<file path="src/rtl/lcd_timing_driver.sv">
// LCD panel timing generator: free-running line/frame counters produce registered
// sync, data-enable and pixel-request signals; lcd_rgb gates the incoming pixel data.
module lcd_timing_driver #(
   parameter int unsigned H_SYNC   = 128,
   parameter int unsigned H_BACK   = 88,
   parameter int unsigned H_DISP   = 800,
   parameter int unsigned H_FRONT  = 40,
   parameter int unsigned V_SYNC   = 2,
   parameter int unsigned V_BACK   = 33,
   parameter int unsigned V_DISP   = 480,
   parameter int unsigned V_FRONT  = 10,
   parameter int unsigned DATA_LAT = 2
) (
   input  logic        pixel_clk,
   input  logic        sys_rst_n,
   input  logic [23:0] pixel_data,
   output logic [11:0] pixel_xpos,
   output logic [11:0] pixel_ypos,
   output logic        data_req,
   output logic        lcd_hs,
   output logic        lcd_vs,
   output logic        lcd_de,
   output logic [23:0] lcd_rgb,
   output logic        frame_start
);

   localparam int unsigned H_TOTAL = H_SYNC + H_BACK + H_DISP + H_FRONT;
   localparam int unsigned V_TOTAL = V_SYNC + V_BACK + V_DISP + V_FRONT;

   localparam logic [11:0] HLast = 12'(H_TOTAL - 1);
   localparam logic [11:0] VLast = 12'(V_TOTAL - 1);

   // Region bounds kept 14 bits wide so an end bound of 4096 and h+DATA_LAT never wrap
   localparam logic [13:0] HSyncEnd = 14'(H_SYNC);
   localparam logic [13:0] HDeBeg   = 14'(H_SYNC + H_BACK);
   localparam logic [13:0] HDeEnd   = 14'(H_SYNC + H_BACK + H_DISP);
   localparam logic [13:0] VSyncEnd = 14'(V_SYNC);
   localparam logic [13:0] VDeBeg   = 14'(V_SYNC + V_BACK);
   localparam logic [13:0] VDeEnd   = 14'(V_SYNC + V_BACK + V_DISP);
   localparam logic [13:0] DataLat  = 14'(DATA_LAT);

   logic [11:0] h_cnt_q, h_cnt_d;
   logic [11:0] v_cnt_q, v_cnt_d;

   logic [13:0] h_w, v_w, xr_w;
   logic        v_act;
   logic        hs_d, vs_d, de_d, req_d, fs_d;
   logic [11:0] xpos_d, ypos_d;

   // Next counter values: h wraps every line, v advances on h wrap and wraps per frame
   always_comb begin
      h_cnt_d = (h_cnt_q == HLast) ? 12'd0 : h_cnt_q + 12'd1;
      v_cnt_d = v_cnt_q;
      if (h_cnt_q == HLast) begin
         v_cnt_d = (v_cnt_q == VLast) ? 12'd0 : v_cnt_q + 12'd1;
      end
   end

   // Decode outputs from the next counter values so the registered outputs line up
   // with the counters in the same cycle
   always_comb begin
      h_w    = {2'b00, h_cnt_d};
      v_w    = {2'b00, v_cnt_d};
      // Request column is h shifted ahead by DATA_LAT; unsigned compare against the
      // display start avoids negative aliasing
      xr_w   = h_w + DataLat;
      v_act  = (v_w >= VDeBeg) && (v_w < VDeEnd);
      hs_d   = (h_w >= HSyncEnd);
      vs_d   = (v_w >= VSyncEnd);
      de_d   = (h_w >= HDeBeg) && (h_w < HDeEnd) && v_act;
      req_d  = (xr_w >= HDeBeg) && (xr_w < HDeEnd) && v_act;
      xpos_d = 12'd0;
      ypos_d = 12'd0;
      if (req_d) begin
         xpos_d = xr_w[11:0] - HDeBeg[11:0];
         ypos_d = v_cnt_d - VDeBeg[11:0];
      end
      fs_d   = (h_cnt_d == 12'd0) && (v_cnt_d == 12'd0);
   end

   // Counter and output registers; reset parks counters at the last position so the
   // first edge after release lands on (0,0)
   always_ff @(posedge pixel_clk or negedge sys_rst_n) begin
      if (!sys_rst_n) begin
         h_cnt_q     <= HLast;
         v_cnt_q     <= VLast;
         lcd_hs      <= 1'b1;
         lcd_vs      <= 1'b1;
         lcd_de      <= 1'b0;
         data_req    <= 1'b0;
         pixel_xpos  <= 12'd0;
         pixel_ypos  <= 12'd0;
         frame_start <= 1'b0;
      end else begin
         h_cnt_q     <= h_cnt_d;
         v_cnt_q     <= v_cnt_d;
         lcd_hs      <= hs_d;
         lcd_vs      <= vs_d;
         lcd_de      <= de_d;
         data_req    <= req_d;
         pixel_xpos  <= xpos_d;
         pixel_ypos  <= ypos_d;
         frame_start <= fs_d;
      end
   end

   // Pixel data passes straight through only inside the display window
   assign lcd_rgb = lcd_de ? pixel_data : 24'h000000;

endmodule

</file>
<file path="config.mk">
export PLATFORM = sky130hd
export DESIGN_NAME = lcd_timing_driver
export DESIGN_NICKNAME = d
export VERILOG_FILES = /design/src/rtl/lcd_timing_driver.sv
export SDC_FILE = /design/constraint.sdc
export NUM_CORES = 1
export LEC_CHECK = 0
export CAP_MARGIN = 20
export CORE_UTILIZATION = 50
export DETAILED_ROUTE_END_ITERATION = 10
export PLACE_DENSITY = 0.8
export SETUP_SLACK_MARGIN = 0.05
export SLEW_MARGIN = 20
export SYNTH_ARGS = -nofsm -noshare
export SYNTH_HDL_FRONTEND = slang
export SYNTH_SLANG_ARGS = --single-unit
export TNS_END_PERCENT = 30
</file>
<file path="constraint.sdc">
create_clock -name pixel_clk -period 3.8 [get_ports pixel_clk]
set_clock_uncertainty 0.05 [all_clocks]
set_input_delay 0.38 -clock pixel_clk [delete_from_list [all_inputs] [get_ports pixel_clk]]
set_output_delay 0.38 -clock pixel_clk [all_outputs]
set_load 0.02 [all_outputs]
</file>
==> out/results.ini, run 1 <==
[worst_setup_path]
arrival_ns=3.75
worstSetupPathType=reg -> reg
cp_data_required_time_ns=3.99
r2r-start=h_cnt_q[0]
crit_end=pixel_xpos[7]
path_max_fanout=16
cp-start-kind=flop
crit_path_start=h_cnt_q[0]
r2r_slack_ns=0.24
ff2ff_path_depth=15
r2r-end=pixel_xpos[7]
crit_path_end_kind=flop

[die]
core_area_um2=6350
fp.dieArea_um2=6887
die_h_um=82.99
initial_core_util_pct=51.65
num_rows=29
io_pins=79
die_w_um=82.99

[place]
place_congestion=1.001
io_buffer_count=78
dp.final_hpwl_mm=6.086

[timing]
hold_violations=0
finalCritPeriodShare_pct=93.59
rsz0062_at_grt=no
tns_ns=0
worst_pin_slew_ns=0.9589
drv_slew=0
final-setup-viol-count=0
clock.fmax_mhz=281.2
slew_headroom_pct=36.07
min_period_ns=3.556

[logic_synthesis]
ys_ff_latch=53
synth_compound_area_share_pct=11.52
synth_simple_gate_area_share_pct=29.15
synthAdderAreaFrac_pct=3.434
synth_area_leader_cell=dfrtp_1
yosysWarningCount=0
syn_area_um2=3279
synth_top_flop_cell=dfrtp_1
synthDistinctLibCells=65
synth_xor_area_share_pct=9.348
synth_top_area_share_pct=32.05
avgSynthCellArea_um2=9.424
ys_top_cells_by_area=dfrtp_1, dfstp_2, xnor2_1
synthArstFlopShare_pct=100.0
muxShareOfSynthArea_pct=1.106
synth_top_family_by_area=simple AND/OR/NAND/NOR gates
ys_seq_area_share_pct=40.86
syn_inst=348
synth_edf_count=0

[worst_hold_path]
worstHoldPathType=in -> async

[clocking]
clock_latency_ns=0.32
cts_max_level=2
cts.path.max_buffers=2
cts_buffers=5
post-cts-setup-buffer-count=0
cts_tree=yes
clockRootBuffer=clkbuf_8
clk_pin_slew_ns=0.10
clock_sinks=53

[global_routing]
grt-ovfl-total=0
grt_pass1_wl_mm=13.43
grt_max_degree=46
grt_use_total_pct=24.16
antenna_found_initial=0
grt_pass1_vias=2761

[layout]
regArea_um2=1340
area_growth_syn_to_layout_pct=30.64
nFillCells=495
multi_input_area_um2=1803
n_antenna_cell=0
nNetsFinal=468
drive_gt1_share_pct=12.67

[power_and_ir_drop]
p_leak_nw=1.888
p_per_area_nw_per_um2=220.9
ir_drop_mv=0.1727
total_power_w=0.0009464

[drt]
num_vias=2886
route.detailed.drc=0
dr.pass1.iters=5
drtIter0Drc=226
finalWirelength_mm=7.974
avgViaCountPerCell=5.648
ant_nets=0
post_drt_wl_per_cell_um=15.60

[job]
drv_cap=0

[run_status]
status=finished clean

## final cells by class
cell class              count  area share (%)
multi-input cells         264           42.09
repair buffers             90           20.50
inverters                  19           1.665
well taps                  77           2.249
flip-flops and latches     53           31.28
clock buffers               5           1.606
clock inverters             3          0.6133
## critical path, stage by stage, from the launching register on
cell and delay, ns:
dfstp_2 0.61, ha_1 0.20, and4_4 0.27, and4_2 0.28, nand3_1 0.10, o21ai_0 0.15
ha_2 0.27, nor2b_1 0.06, mux2_2 0.26, a211oi_1 0.27, a211oi_1 0.09, buf_4 0.16
o32ai_4 0.14, nand4_4 0.20, buf_12 0.20, a211oi_2 0.18
## cell usage after synthesis, drive strengths merged, types with 2 or more instances
cell type,count
nand2,17
nand3b,2
nor2,31
buf,4
or3,7
o21bai,2
xnor2,26
nor4,7
nor3,10
or4,4
a211o,2
a211oi,5
dfrtp,42
a21boi,2
nand3,18
nand4,9
ha,9
clkbuf,9
a21oi,6
xor2,9
o31ai,3
mux2,2
and3,4
a21o,5
and4,6
nand2b,2
and2,34
o21ai,19
dfstp,11
nor2b,2
inv,19
## through the flow
step,std cells,instance area [µm²],setup WS (ns),util (%),hold WS [ns]
after floorplan,349,3283,0.4288,-,0.03441
after global placement,503,4183,0.3313,65.87,0.4908
after detailed placement,503,4183,0.2139,65.87,0.5219
after CTS,511,4278,0.1924,67.37,0.1918
after global routing,511,4284,0.09841,67.47,0.2214
final,511,4284,0.2437,67.47,0.1615
## power by group
group	total, W	internal [W]	switching (W)
Clock	0.000342	0.000137	0.000205
Sequential	0.000566	0.000565	0.000000244
Combinational	0.0000388	0.0000239	0.0000149
Total	0.000946	0.000727	0.000220
## cell usage in the layout, fill, tap and decap left out, drive strengths merged, types with 3 or more instances in the layout
cell type	synthesis	routed
nand4	9	9
buf	4	13
o31ai	3	3
or3	7	7
nor2	31	31
nor4	7	7
or4	4	4
inv	19	22
dfrtp	42	42
clkdlybuf4s50	0	77
a21oi	6	6
and3	4	4
xnor2	26	26
nand2	17	17
a211oi	5	5
nor3	10	10
o21ai	19	19
xor2	9	9
ha	9	9
a21o	5	5
clkbuf	9	5
and4	6	6
and2	34	34
nand3	18	18
dfstp	11	11
## how the worst min path moves through the flow
stage	from	end	slack, ns	depth (start not counted)
floorplan	sys_rst_n	data_req	0.03	0
global placement	h_cnt_q[0]	h_cnt_q[0]	0.49	1
detailed placement	h_cnt_q[0]	h_cnt_q[0]	0.52	1
CTS	sys_rst_n	v_cnt_q[4]	0.19	1
global route	sys_rst_n	v_cnt_q[4]	0.22	1
finish	sys_rst_n	v_cnt_q[4]	0.16	1
## layer usage
metal | global-route usage (%) | routed length [µm]
met2 | 39.49 | 3694
met1 | 32.88 | 3645
met5 | 0 | 0
met3 | 4.573 | 513
met4 | 6.740 | 121
## logic make-up after synthesis
group / after synthesis
AND/OR/NAND/NOR: 162
other: 1
multiplexers: 3
adder cells (fa/ha/maj): 9
buffers and inverters: 32
XOR/XNOR: 35
flip-flops: 53
AO/OA/AOI/OAI: 53
## flip-flops by register name (all words and copies together) (netlist names), 12 cells and up
signal	count
h_cnt_q	12
pixel_xpos	12
pixel_ypos	12
v_cnt_q	12
## repair_timing
| item | in CTS | in global routing |
|---|---|---|
| hold buffers | 0 | 0 |
| resized for setup | 0 | 4 |
| setup endpoints to repair | 0 | 19 |
No activity file was read; power rests on OpenSTA's default activity.
==> run 2, diff against run 1 <==
Settings changed: SLEW_MARGIN 20 to 30.
==> run 2 against run 1 <==
The run now ends with negative hold slack left. Worst setup slack gained 0.030 ns. Sequential cell count stayed put. Wire length is essentially flat. Global-route usage did not move. Largest cell class unchanged.
==> out/results.ini, run 2 (synthesis gave the netlist of run 1 again) <==
[run_status]
status=finished with violations  ; was finished clean
violations=negative hold slack

[clocking]
cts_tree=yes  ; unchanged
cts_max_level=2  ; unchanged
clockRootBuffer=clkbuf_8  ; unchanged
cts.path.max_buffers=2  ; unchanged
cts_hold_buf=0  ; unchanged
cts_buffers=5  ; unchanged
clock_sinks=53  ; unchanged
clk_pin_slew_ns=0.11  ; was 0.10 ns
clock_latency_ns=0.32  ; about the same

[die]
initial_core_util_pct=51.65  ; unchanged
io_pins=79  ; unchanged
die_w_um=82.99  ; unchanged
die_h_um=82.99  ; unchanged
num_rows=29  ; unchanged
fp.dieArea_um2=6887  ; unchanged
core_area_um2=6350  ; unchanged

[global_routing]
antenna_found_initial=0  ; unchanged
grt_max_degree=46  ; unchanged
grt_pass1_wl_mm=13.43  ; unchanged
grt-ovfl-total=0  ; unchanged
grt_pass1_vias=2761  ; unchanged
grt_use_total_pct=24.16  ; unchanged

[timing]
final-setup-viol-count=0  ; unchanged
holdWs_ns=-0.01077  ; was 0.1615 ns
rsz0062_at_grt=no  ; unchanged
tns_ns=0  ; unchanged
min_period_ns=3.526  ; was 3.556 ns
finalCritPeriodShare_pct=92.80  ; was 93.59%
slew_headroom_pct=58.75  ; was 36.07%
drv_slew=0  ; unchanged
clock.fmax_mhz=283.6  ; was 281.2 MHz
hold_violations=22  ; was 0
worst_pin_slew_ns=0.6131  ; was 0.9589 ns

[layout]
layout_commonest_cell=clkdlybuf4s50_1  ; unchanged
area_growth_syn_to_layout_pct=30.71  ; was 30.64%
final_cell_mix=clkdlybuf4s50_1, dfrtp_1, and2_1  ; unchanged
nFillCells=496  ; was 495
n_antenna_cell=0  ; unchanged
drive_gt1_share_pct=12.67  ; unchanged
nNetsFinal=468  ; unchanged

[worst_setup_path]
cp-start-kind=flop  ; unchanged
worstSetupPathType=reg -> reg  ; unchanged
crit_path_start=h_cnt_q[0]  ; unchanged
r2r-start=h_cnt_q[0]  ; unchanged
path_max_fanout=16  ; unchanged
cp_data_required_time_ns=3.99  ; about the same
arrival_ns=3.72  ; was 3.75 ns
r2r-end=pixel_xpos[7]  ; unchanged
slowest_delay_ns=0.61  ; about the same
crit_top_cell=a211oi_1  ; unchanged
ff2ff_path_depth=15  ; unchanged
path_cells=ha_1, and4_4, and4_2, nand3_1, o21ai_0, ha_2, nor2b_1, mux2_2, a211oi_1, a211oi_1, buf_4, o32ai_4, nand4_4, buf_12, a211oi_2  ; unchanged
crit_path_end_kind=flop  ; unchanged
r2r_slack_ns=0.27  ; was 0.24 ns
crit_end=pixel_xpos[7]  ; unchanged
crit_path_top_delay_cell=dfstp_2  ; unchanged

[place]
dp.final_hpwl_mm=6.086  ; unchanged
io_buffer_count=78  ; unchanged
place_congestion=1.001  ; unchanged

[power_and_ir_drop]
total_power_w=0.0009471  ; was 0.0009464 W
p_per_area_nw_per_um2=220.9  ; about the same
ir_drop_mv=0.1725  ; was 0.1727 mV
p_leak_nw=1.889  ; was 1.888 nW

[drt]
ant_nets=0  ; unchanged
route.detailed.drc=0  ; unchanged
post_drt_wl_per_cell_um=15.60  ; about the same
num_vias=2895  ; was 2886
dr.pass1.iters=6  ; was 5
finalWirelength_mm=7.970  ; was 7.974 mm
avgViaCountPerCell=5.665  ; was 5.648
drtIter0Drc=183  ; was 226

[job]
drv_cap=0  ; unchanged

[worst_hold_path]
worstHoldPathType=in -> async  ; unchanged

-- run 2: cell types whose count changed in the layout (fill, tap and decap cells not counted) --
cell | previous run | this run
buf_2 | 1 | 0
buf_4 | 11 | 12
-- run 2: worst max-delay path: cells and delay by family, from the launching register on --
family | cells | cell delay (ns)
AO/OA/AOI/OAI | 5 | 0.83
adder cells (fa/ha/maj) | 2 | 0.46
buffers and inverters | 2 | 0.36
flip-flops | 1 | 0.61
multiplexers | 1 | 0.26
AND/OR/NAND/NOR | 5 | 0.90
-- run 2: worst min-delay path by stage --
stage                     slack (ns)    endpoint  depth (start not counted)  startpoint
after floorplan                 0.03    data_req                          0   sys_rst_n
after global placement          0.49  h_cnt_q[0]                          1  h_cnt_q[0]
after detailed placement        0.52  h_cnt_q[0]                          1  h_cnt_q[0]
after CTS                       0.19  v_cnt_q[4]                          1   sys_rst_n
after global routing            0.02  v_cnt_q[4]                          1   sys_rst_n
final                          -0.01  v_cnt_q[4]                          1   sys_rst_n
-- run 2: per-stage QoR --
stage,setup WS [ns],hold WS [ns],std cells,utilization [%],cell area (µm²)
2_1_floorplan,0.4288,0.03441,349,-,3283
3_3_place_gp,0.3313,0.4908,503,65.87,4183
3_5_place_dp,0.2139,0.5219,503,65.87,4183
4_1_cts,0.1924,0.1918,511,67.37,4278
5_1_grt,0.09841,0.02216,511,67.51,4287
6_report,0.2737,-0.01077,511,67.51,4287
-- run 2: repair_timing --
action                     4_1_cts  5_1_grt
gates resized for setup          0        4
setup endpoints to repair        0       19
setup buffers                    0        0
hold endpoints to repair         0        0
-- run 2: report_power, final --
part / internal [W] / switching [W] / leakage (nW)
Clock: 0.000137 / 0.000205 / 0.0495
Combinational: 0.0000242 / 0.0000148 / 1.15
Sequential: 0.000565 / 0.000000244 / 0.691
-- run 2: layout make-up --
class	instances	area, µm²	area share [%]
clock buffers	5	68.82	1.605
clock inverters	3	26.28	0.6130
inverters	19	71.32	1.664
multi-input cells	264	1803	42.06
flip-flops and latches	53	1340	31.26
well taps	77	96.34	2.248
repair buffers	90	880.8	20.55
-- run 2: per-layer routing --
metal	global-route usage [%]	vias up	share of wire [%]
met3	4.573	15	7.3
met5	0	-	0
li1	-	1376	-
met1	32.88	1375	45
met2	39.49	129	46
met4	6.740	0	1.5
